File: src/rtl/inst_queue.sv
// Instruction queue between if_stage and id_stage: a small FIFO of {pc, inst} packets with branch flush.
// Optional macro IQ_BYPASS_EN: an empty queue forwards the incoming fetch packet to decode in the same cycle.
module inst_queue #(
   parameter int DEPTH = 4,
   parameter int BUS_W = 64
) (
   input  logic                     clk,
   input  logic                     reset,
   input  logic                     fs_to_ds_valid,
   input  logic [BUS_W-1:0]         fs_ds_bus,
   output logic                     iq_allow_in,
   input  logic                     ds_allow_in,
   output logic                     iq_to_ds_valid,
   output logic [BUS_W-1:0]         iq_ds_bus,
   input  logic                     br_flush,
   output logic [$clog2(DEPTH):0]   iq_count
);

   localparam int AW = $clog2(DEPTH);
   localparam int CW = AW + 1;
   localparam logic [CW-1:0] FULL_CNT = CW'(DEPTH);
   localparam logic [CW-1:0] CNT_ONE  = CW'(1);
   localparam logic [AW-1:0] PTR_ONE  = AW'(1);

   logic [BUS_W-1:0] mem [DEPTH];
   logic [AW-1:0]    wr_ptr;
   logic [AW-1:0]    rd_ptr;
   logic [CW-1:0]    count;
   logic             empty;
   logic             full;
   logic             push;
   logic             pop;
   logic             q_push;
   logic             q_pop;

   assign empty       = (count == '0);
   assign full        = (count == FULL_CNT);
   // Full refuses outright: no combinational path from ds_allow_in to fetch.
   assign iq_allow_in = !reset && !full;
   assign push        = fs_to_ds_valid && iq_allow_in && !br_flush;
   assign iq_count    = count;

`ifdef IQ_BYPASS_EN
   assign iq_to_ds_valid = (!empty || fs_to_ds_valid) && !br_flush && !reset;
   assign iq_ds_bus      = empty ? fs_ds_bus : mem[rd_ptr];
   assign pop            = iq_to_ds_valid && ds_allow_in;
   // A bypassed packet taken by decode never touches storage.
   assign q_push         = push && !(empty && pop);
   assign q_pop          = pop && !empty;
`else
   assign iq_to_ds_valid = !empty && !br_flush;
   assign iq_ds_bus      = mem[rd_ptr];
   assign pop            = iq_to_ds_valid && ds_allow_in;
   assign q_push         = push;
   assign q_pop          = pop;
`endif

   always_ff @(posedge clk or posedge reset) begin
      if (reset) begin
         wr_ptr <= '0;
         rd_ptr <= '0;
         count  <= '0;
      end else if (br_flush) begin
         wr_ptr <= '0;
         rd_ptr <= '0;
         count  <= '0;
      end else begin
         if (q_push) wr_ptr <= wr_ptr + PTR_ONE;
         if (q_pop)  rd_ptr <= rd_ptr + PTR_ONE;
         case ({q_push, q_pop})
            2'b10:   count <= count + CNT_ONE;
            2'b01:   count <= count - CNT_ONE;
            default: count <= count;
         endcase
      end
   end

   // Packet storage carries no reset; validity is tracked by count alone.
   always_ff @(posedge clk) begin
      if (q_push) mem[wr_ptr] <= fs_ds_bus;
   end

   always_ff @(posedge clk) begin
      if (!reset && !br_flush) begin
         assert (!(q_push && !q_pop && full));
         assert (!(q_pop && !q_push && empty));
      end
   end

endmodule
File: config.mk
export PLATFORM = sky130hd
export DESIGN_NAME = inst_queue
export DESIGN_NICKNAME = d
export VERILOG_FILES = /design/src/rtl/inst_queue.sv
export SDC_FILE = /design/constraint.sdc
export NUM_CORES = 1
export LEC_CHECK = 0
export CAP_MARGIN = 25
export CORE_UTILIZATION = 35
export CTS_CLUSTER_DIAMETER = 100
export CTS_CLUSTER_SIZE = 40
export DETAILED_ROUTE_END_ITERATION = 7
export SYNTH_ARGS = -nofsm -noshare
export SYNTH_HDL_FRONTEND = slang
export SYNTH_SLANG_ARGS = --single-unit
File: constraint.sdc
create_clock -name clk -period 3.97 [get_ports clk]
set_input_delay 0.9925 -clock clk [delete_from_list [all_inputs] [get_ports clk]]
set_output_delay 0.9925 -clock clk [all_outputs]
set_load 0.005 [all_outputs]
# Word-level counts from Yosys, hierarchy flattened
# Memory sizes are Yosys's and may differ from the RTL's.
# Index checks and enable logic that the tools add are counted.
# totals
inputBits	69
wordCells	32
output_inout_bits	69
register_bits	7
n_memories	1
mem_bits_rw	256
# mem_list
name	depth	word_bits	read_ports	rd_clocked_by_memory_dff	write_ports	line_no	source
mem	4	64	1	0	1	25	logic [BUS_W-1:0] mem [DEPTH];
# classes
n_reduce_logical	13
eq_ne	3
muxes	8
addsub	4
# ops
cell	count
2-to-1 mux 2 bit	4
one-hot mux 3 bit (2 select lines)	1
logical AND 1 bit	5
adder 2 x 1 -> 2 bit (second input constant)	2
logical NOT 1 bit	4
nonzero test 2 bit	2
adder 3 x 1 -> 3 bit (second input constant)	1
== test 3 bit (second input constant)	1
logical NOT 3 bit	1
2-to-1 mux 3 bit	1
nonzero test 3 bit	1
subtractor 3 x 1 -> 3 bit (second input constant)	1
== test 2 x 1 -> 1 bit (second input constant)	1
== test 2 bit (second input constant)	1
2-to-1 mux 1 bit	2

# Depth between registers and ports, before layout
# Gate-level depths: netlist (run 1).
# logic_depth
word_depth	8
depth_mapped	8
depth_no_buf	7

# Worst setup path before layout (run 1)
# OpenSTA, ideal clock, no wires.
# synth_path
path_kind	in2reg
start	input port br_flush
end	memory mem[0][0], enable pin
path_stages	3
path_buffers	1
t_arrival_ns	2.947
required_time_ns	3.541
slack_ns	0.594
cell_sequence	buf_1 and3b_1 and2_1
# synth_between
elab_chain_len	4
# synth_rtl
item	line_no	source
from (decl)	15	input logic br_flush,
logical NOT 1 bit	--	
logical AND 1 bit	40	assign push = fs_to_ds_valid && iq_allow_in && !br_flush;
2-to-1 mux 1 bit	80	if (q_push) mem[wr_ptr] <= fs_ds_bus;
2-to-1 mux 1 bit (implied by the code)	80	
to (decl)	25	
# Every way passes these cells.

# Final worst setup path (run 1)
# layout_path
start	register rd_ptr[0]
end	output port iq_ds_bus[6]
# layout_between
elab_chain_len	1
# layout_rtl
item	line_no	source
from (decl)	27	logic [AW-1:0] rd_ptr;
from (signal assigned)	69	if (q_pop) rd_ptr <= rd_ptr + PTR_ONE;
memory read (4 x 64 bit)	--	
to (decl)	14	output logic [BUS_W-1:0] iq_ds_bus,
# Every way passes these cells.

==> results of run 1 <==
## cell families (layout without fill, tap and decap cells)
| kind of cell | after synthesis | after routing |
|---|---|---|
| and+or+nand+nor | 27 | 27 |
| buffers and inverters | 21 | 167 |
| adders and majority gates | 5 | 5 |
| other | 0 | 1 |
| AOI/OAI and AO/OA | 13 | 13 |
| xor gates and xnor gates | 5 | 5 |
| muxes | 65 | 65 |
| DFF | 263 | 263 |
## worst max-delay path, delay by kind of cell (launching register included)
kind	cells	cell delay [ns]
mux	1	0.55
buf+inv	2	0.80
flops	1	0.47
## synth_stat cells, drive strengths merged
cell	count	share of area, %
o211ai	1	0.077
dfrtp	7	1.8
o21ai	4	0.20
fa	1	0.20
nor2b	1	0.064
mux2i	1	0.10
xnor2	4	0.36
inv	3	0.11
o22ai	1	0.064
ha	4	0.51
mux4	64	15
edfxtp	256	78
nand2	2	0.077
and3	1	0.064
nor3	2	0.10
o31ai	1	0.077
or3b	1	0.089
a21oi	4	0.24
and3b	1	0.089
buf	16	1.2
nand3	1	0.051
and2	5	0.32
o31a	1	0.089
xor2	1	0.089
nor4b	1	0.089
nand2b	4	0.26
clkbuf	2	0.077
a31oi	1	0.064
nor2	8	0.33
## worst min-delay path by stage
stage                         start        end  slack (ns)  depth (start not counted)
after detailed placement  wr_ptr[1]  wr_ptr[1]        0.61                          2
after global placement    wr_ptr[1]  wr_ptr[1]        0.57                          2
final                     wr_ptr[1]  wr_ptr[1]        0.63                          2
after floorplan           wr_ptr[1]  wr_ptr[1]        0.54                          2
after CTS                 wr_ptr[1]  wr_ptr[1]        0.64                          2
after global routing      wr_ptr[1]  wr_ptr[1]        0.69                          2
## flip-flops by register name, indices dropped and copies added, names as in the netlist
register  cells
wr_ptr        2
rd_ptr        2
iq_count      3
mem         256
## through the flow
stage | instances | cell area [µm²] | setup WS, ns | hold WS, ns | power (mW)
after global routing | 917 | 12000 | 0.528 | 0.685 | 5.07
after global placement | 902 | 11700 | 0.725 | 0.572 | 3.68
after detailed placement | 902 | 11700 | 0.706 | 0.612 | 3.69
after CTS | 917 | 12000 | 0.597 | 0.642 | 4.97
final | 918 | 12000 | 0.652 | 0.631 | 4.90
after floorplan | 399 | 9800 | 0.594 | 0.538 | 3.40
## routing by layer
layer | vias to the layer above | track usage [%] | routed length (µm)
li1 | 1953 | - | -
met1 | 2351 | 16.3 | 7610
met2 | 108 | 21.5 | 8850
met3 | 21 | 3.15 | 1070
met4 | 4 | 2.51 | 211
met5 | - | 0 | 27
## power by group through the flow
stage	clock network, mW	logic [mW]	registers (mW)
CTS	1.34	0.523	3.11
floorplan	0	0.241	3.16
finish	1.29	0.509	3.11
detailed placement	0	0.521	3.17
global route	1.41	0.550	3.11
global placement	0	0.514	3.16
## area by class of cell
type                            instances  area (µm²)  share of cell area [%]
Inverter                                3        11.3                  0.0938
Sequential cell                       263        7870                    65.5
Antenna cell                            1        2.50                  0.0208
Clock inverter                          2        20.0                   0.167
Tap cell                              372         465                    3.88
Multi-Input combinational cell        115        1810                    15.0
Clock buffer                           13         283                    2.36
Timing Repair Buffer                  149        1550                    12.9
## placed cells by master (no fill, tap or decap), types with 2 or more instances in the layout
cell               n
clkdlybuf4s50_1  137
o21ai_0            2
ha_1               4
edfxtp_1         256
nand2b_1           4
nand2_1            2
mux4_2            64
dfrtp_1            5
nor2_1             7
and2_4             4
dfrtp_4            2
buf_4              5
nor3_1             2
clkbuf_1           2
xnor2_1            4
inv_1              3
clkbuf_16         11
o21ai_1            2
a21oi_1            3
buf_12             7
==> run_results.csv, run 1 <==
group,metric,value,unit
pwr,clkPwrFrac,26.3,%
critical_path,critPathKind,"register to output pin",
sta,clock_skew,0.0187,ns
critical_path,path_cells,"buf_12, mux4_2, clkdlybuf4s50_1",
routing,drt_wl_total,17800,µm
pwr,leakage,3.64,nW
sta,setup_viol,0,
floorplanning,core_region_area,27200,µm²
synth,synth_top_family_by_area,"multiplexers",
global_route,track_usage,12.6,%
floorplanning,start_util,36.1,%
synth,synth_fa_ha_area_share,0.715,%
pwr,p_sw_share,20.0,%
sta,layout_worst_path_cycle_share,83.6,%
critical_path,r2r-end,"mem[2][45]",
critical_path,critPathMaxFanout,37,
synth,syn-instance-count,399,
pwr,switchingPower,0.982,mW
clock_tree,cts_resized,0,
sta,final_hold_viol_count,0,
critical_path,crit_end,"iq_ds_bus[6]",
finish,final_nets,616,
sta,period_minus_slack,3.32,ns
sta,fin_setup_tns,0,ns
flow_run,maxCapViolCount,0,
routing,drt_first_pass_iters,4,
critical_path,reg2reg_slack,1.69,ns
floorplanning,rows,60,
routing,routedWlPerCell,19.4,µm
global_route,grt_overflow,0,
clock_tree,clk_latency,0.49,ns
clock_tree,cts_hold_buf,0,
critical_path,slowest_delay,0.55,ns
finish,drive_gt1_share,17.8,%
clock_tree,cts_max_path_buffers,3,
routing,via_per_inst,4.83,
finish,area_growth,22.5,%
pwr,internal_power,3.92,mW
status,status,"finished, final reports clean",
global_route,grt_max_degree,42,
finish,final_util,44.2,%
routing,drtIter0Drc,382,
synth,synth-seq-cells,263,
clock_tree,clk_transition_reported_paths,0.13,ns
synth,synth_mux_area_share,14.8,%
clock_tree,cts_num_sinks,263,
critical_path,critPathLaunch,"rd_ptr[0]",
sta,slew_violations,0,
global_route,grt_pass1_vias,4786,
clock_tree,ctsHtreeMaxLevel,1,
clock_tree,post_cts_buffers,0,
sta,grt_setup_unrepaired,"no",
sta,max_slew.worst_pin.slew,0.396,ns
synth,syn_nets,473,
pwr,max-vdd-ir-drop,225,µV
floorplanning,pin_count,138,
placement,io_buffer_count,137,
routing,final_antenna_net_count,0,
floorplanning,fp.dieW,169,µm
pwr,p_per_area,408,nW/µm²
sta,fmax,301,MHz
synth,ys_seq_area_share,80.2,%
routing,vias,4437,
critical_path,r2r_cells,5,
clock_tree,numCtsBuffers,10,
pwr,p_comb_share,10.4,%
critical_path,cpMaxStageDelayCell,"mux4_2",
finish,final.fill_count,2387,
critical_path,arrival,2.33,ns
critical_path,required,2.98,ns
routing,drc,0,
synth,synthXorXnorAreaFrac,0.447,%
synth,synth_area,9800,µm²
floorplanning,die_h,169,µm
critical_path,endpoint_kind,"output pin",
clock_tree,root_buffer,"clkbuf_16",
clock_tree,tritoncts,"done",
placement,dp.final_hpwl,11200,µm
synth,synth_cell_type_count,35,
synth,synthSimpleGateAreaFrac,1.53,%
critical_path,critPathLaunchType,"register",
global_route,grt_pass1_wl,27300,µm
synth,synth.avg_cell_area,24.6,µm²
synth,synth_compound_area_share,0.817,%
min_path,min_path_type,"register to register",
synth,yosys_warnings,0,
placement,routabilityCongestion,0.777,
global_route,antenna_found_initial,3,
critical_path,worstReg2RegStart,"iq_count[1]",
floorplanning,die_area,28700,µm²
pwr,seq_power_share,63.3,%
sta,slew_headroom,73.6,%
No activity file was read; power rests on OpenSTA's default activity.
==> run 2: changes to the inputs <==
==> constraint.sdc (replaced) <==
create_clock -name clk -period 3.1 [get_ports clk]
set_input_delay 0.775 -clock clk [delete_from_list [all_inputs] [get_ports clk]]
set_output_delay 0.775 -clock clk [all_outputs]
set_load 0.005 [all_outputs]
==> run 2 against run 1 <==
Net effect:
- sequential share of layout area fell by 1.5 points
- global-route usage rose by 0.49 points
- wire length rose by 4.3%
- clock skew rose by 0.0048 ns
- critical endpoint is now iq_ds_bus[28]
- combinational power rose by 32%
- worst hold slack got worse by 0.040 ns
- non-clock buffer count rose by 13
- critical path depth rose by 1
- first-iteration DRC count fell by 57%
==> run_results.csv, run 2 (synthesis results as in run 1) <==
group,metric,value,unit
sta,setup_viol,0,
finish,regMostFlops,"mem",
clock_tree,cts_hold_buf,0,
sta,clock_skew,0.0235,ns
sta,fmax,331,MHz
finish,largest_register_ffs,256,
clock_tree,cts_num_sinks,263,
floorplanning,core_region_area,27200,µm²
placement,place_ws,0.342,ns
flow_run,maxCapViolCount,0,
critical_path,r2r_cells,5,
clock_tree,root_buffer,"clkbuf_16",
critical_path,endpoint_kind,"output pin",
floorplanning,pin_count,138,
sta,max_slew.worst_pin.slew,0.382,ns
finish,drive_gt1_share,20.1,%
floorplanning,fp.dieW,169,µm
global_route,track_usage,13.1,%
clock_tree,cts_max_path_buffers,3,
finish,diodes,0,
clock_tree,clk_transition_reported_paths,0.14,ns
status,status,"finished, final reports clean",
sta,period_minus_slack,3.02,ns
routing,drt_first_pass_iters,4,
pwr,leakage,4.11,nW
pwr,max-vdd-ir-drop,290,µV
critical_path,worstReg2RegStart,"iq_count[1]",
placement,dp.final_hpwl,10900,µm
routing,vias,4480,
sta,fin_setup_tns,0,ns
sta,slew_headroom,74.5,%
floorplanning,start_util,36.1,%
clock_tree,clk_latency,0.49,ns
placement,routabilityCongestion,0.788,
clock_tree,ctsHtreeMaxLevel,1,
finish,final_nets,629,
clock_tree,tritoncts,"done",
critical_path,critPathMaxFanout,8,
critical_path,r2r-end,"mem[2][38]",
routing,routedWlPerCell,19.9,µm
routing,drc,0,
routing,final_antenna_net_count,0,
clock_tree,numCtsBuffers,10,
placement,io_buffer_count,137,
routing,drtIter0Drc,164,
critical_path,critPathLaunchType,"register",
routing,via_per_inst,4.82,
routing,drt_wl_total,18500,µm
sta,slew_violations,0,
min_path,min_path_type,"primary input to asynchronous set/reset pin",
global_route,grt_pass1_vias,4899,
floorplanning,die_area,28700,µm²
floorplanning,rows,60,
finish,layout.cells.non_filler,930,
critical_path,critPathKind,"register to output pin",
finish,final_common_cell,"edfxtp_1",
sta,final_hold_viol_count,0,
critical_path,critPathLaunch,"rd_ptr[0]",
sta,grt_setup_unrepaired,"no",
global_route,grt_pass1_wl,28100,µm
critical_path,arrival,2.24,ns
finish,layout_common_cells,"256 x edfxtp_1, 81 x clkdlybuf4s50_1, 64 x mux4_2",
critical_path,crit_end,"iq_ds_bus[28]",
pwr,p_per_area,513,nW/µm²
critical_path,required,2.32,ns
sta,setup_slack,0.0803,ns
global_route,grt_overflow,0,
global_route,grt_max_degree,46,
sta,layout_worst_path_cycle_share,97.4,%
global_route,antenna_found_initial,3,
placement,dp.cells,904,
critical_path,reg2reg_slack,0.93,ns
floorplanning,die_h,169,µm
finish,area_growth,25.4,%
[run 2: cell types whose count changed in the layout (fill, tap and decap cells not counted), moves of 2 or more]
cell             previous run  this run
buf_12                      7         9
buf_16                      0         4
buf_4                       5        11
clkbuf_1                    2         0
clkdlybuf4s50_1           137        81
dlygate4sd2_1               0        19
dlymetal6s2s_1              0        37
inv_4                       0         2
[run 2: layer usage]
| layer | wire length [µm] | part of all wire, % | GRT usage (%) | up-vias |
|---|---|---|---|---|
| li1 | - | - | - | 1980 |
| met1 | 7920 | 43 | 16.6 | 2368 |
| met2 | 9210 | 50 | 22.8 | 108 |
| met4 | 232 | 1.3 | 2.55 | 2 |
| met3 | 1160 | 6.2 | 3.22 | 22 |
| met5 | 13 | 0.070 | 0 | - |
[run 2: worst min-delay path by stage]
| stage | start | endpoint | slack (ns) | depth (start not counted) |
|---|---|---|---|---|
| after global placement | wr_ptr[1] | wr_ptr[1] | 0.57 | 2 |
| after CTS | reset | iq_count[0] | 0.58 | 2 |
| after detailed placement | wr_ptr[1] | wr_ptr[1] | 0.60 | 2 |
| after floorplan | wr_ptr[1] | wr_ptr[1] | 0.54 | 2 |
| final | reset | iq_count[2] | 0.59 | 2 |
| after global routing | reset | iq_count[2] | 0.63 | 2 |
[run 2: through the flow]
stage	total power, mW	util [%]	instance area (µm²)	hold WS, ns
2_1_floorplan	4.36	-	9800	0.538
3_3_place_gp	4.71	43.2	11700	0.566
3_5_place_dp	4.72	43.2	11700	0.597
4_1_cts	6.40	44.6	12100	0.582
5_1_grt	6.53	45.2	12300	0.632
6_report	6.30	45.2	12300	0.591
[run 2: cell type report]
class,count,area [µm²]
Timing Repair Buffer,162,1830
Sequential cell,263,7870
Tap cell,372,465
Clock inverter,3,20.0
Multi-Input combinational cell,115,1810
Fill cell,2348,14900
Inverter,3,11.3
Clock buffer,12,289
[run 2: power breakdown]
| group | internal (mW) | total [mW] | switching [mW] |
|---|---|---|---|
| Sequential | 3.95 | 3.98 | 0.0262 |
| Clock | 0.684 | 1.65 | 0.971 |
| Combinational | 0.408 | 0.670 | 0.261 |
[run 2: timing repair]
item / 4_1_cts / 5_1_grt
endpoints found under the setup margin: 62 / 42
cloned: 2 / 0
resized for setup: 23 / 37
buffers inserted: 3 / 6
[run 2: worst max-delay path, stage by stage, from the launching register on]
cell and delay [ns]:
dfrtp_4 0.52, buf_12 0.15, buf_16 0.13, mux4_2 0.48
clkdlybuf4s50_1 0.46
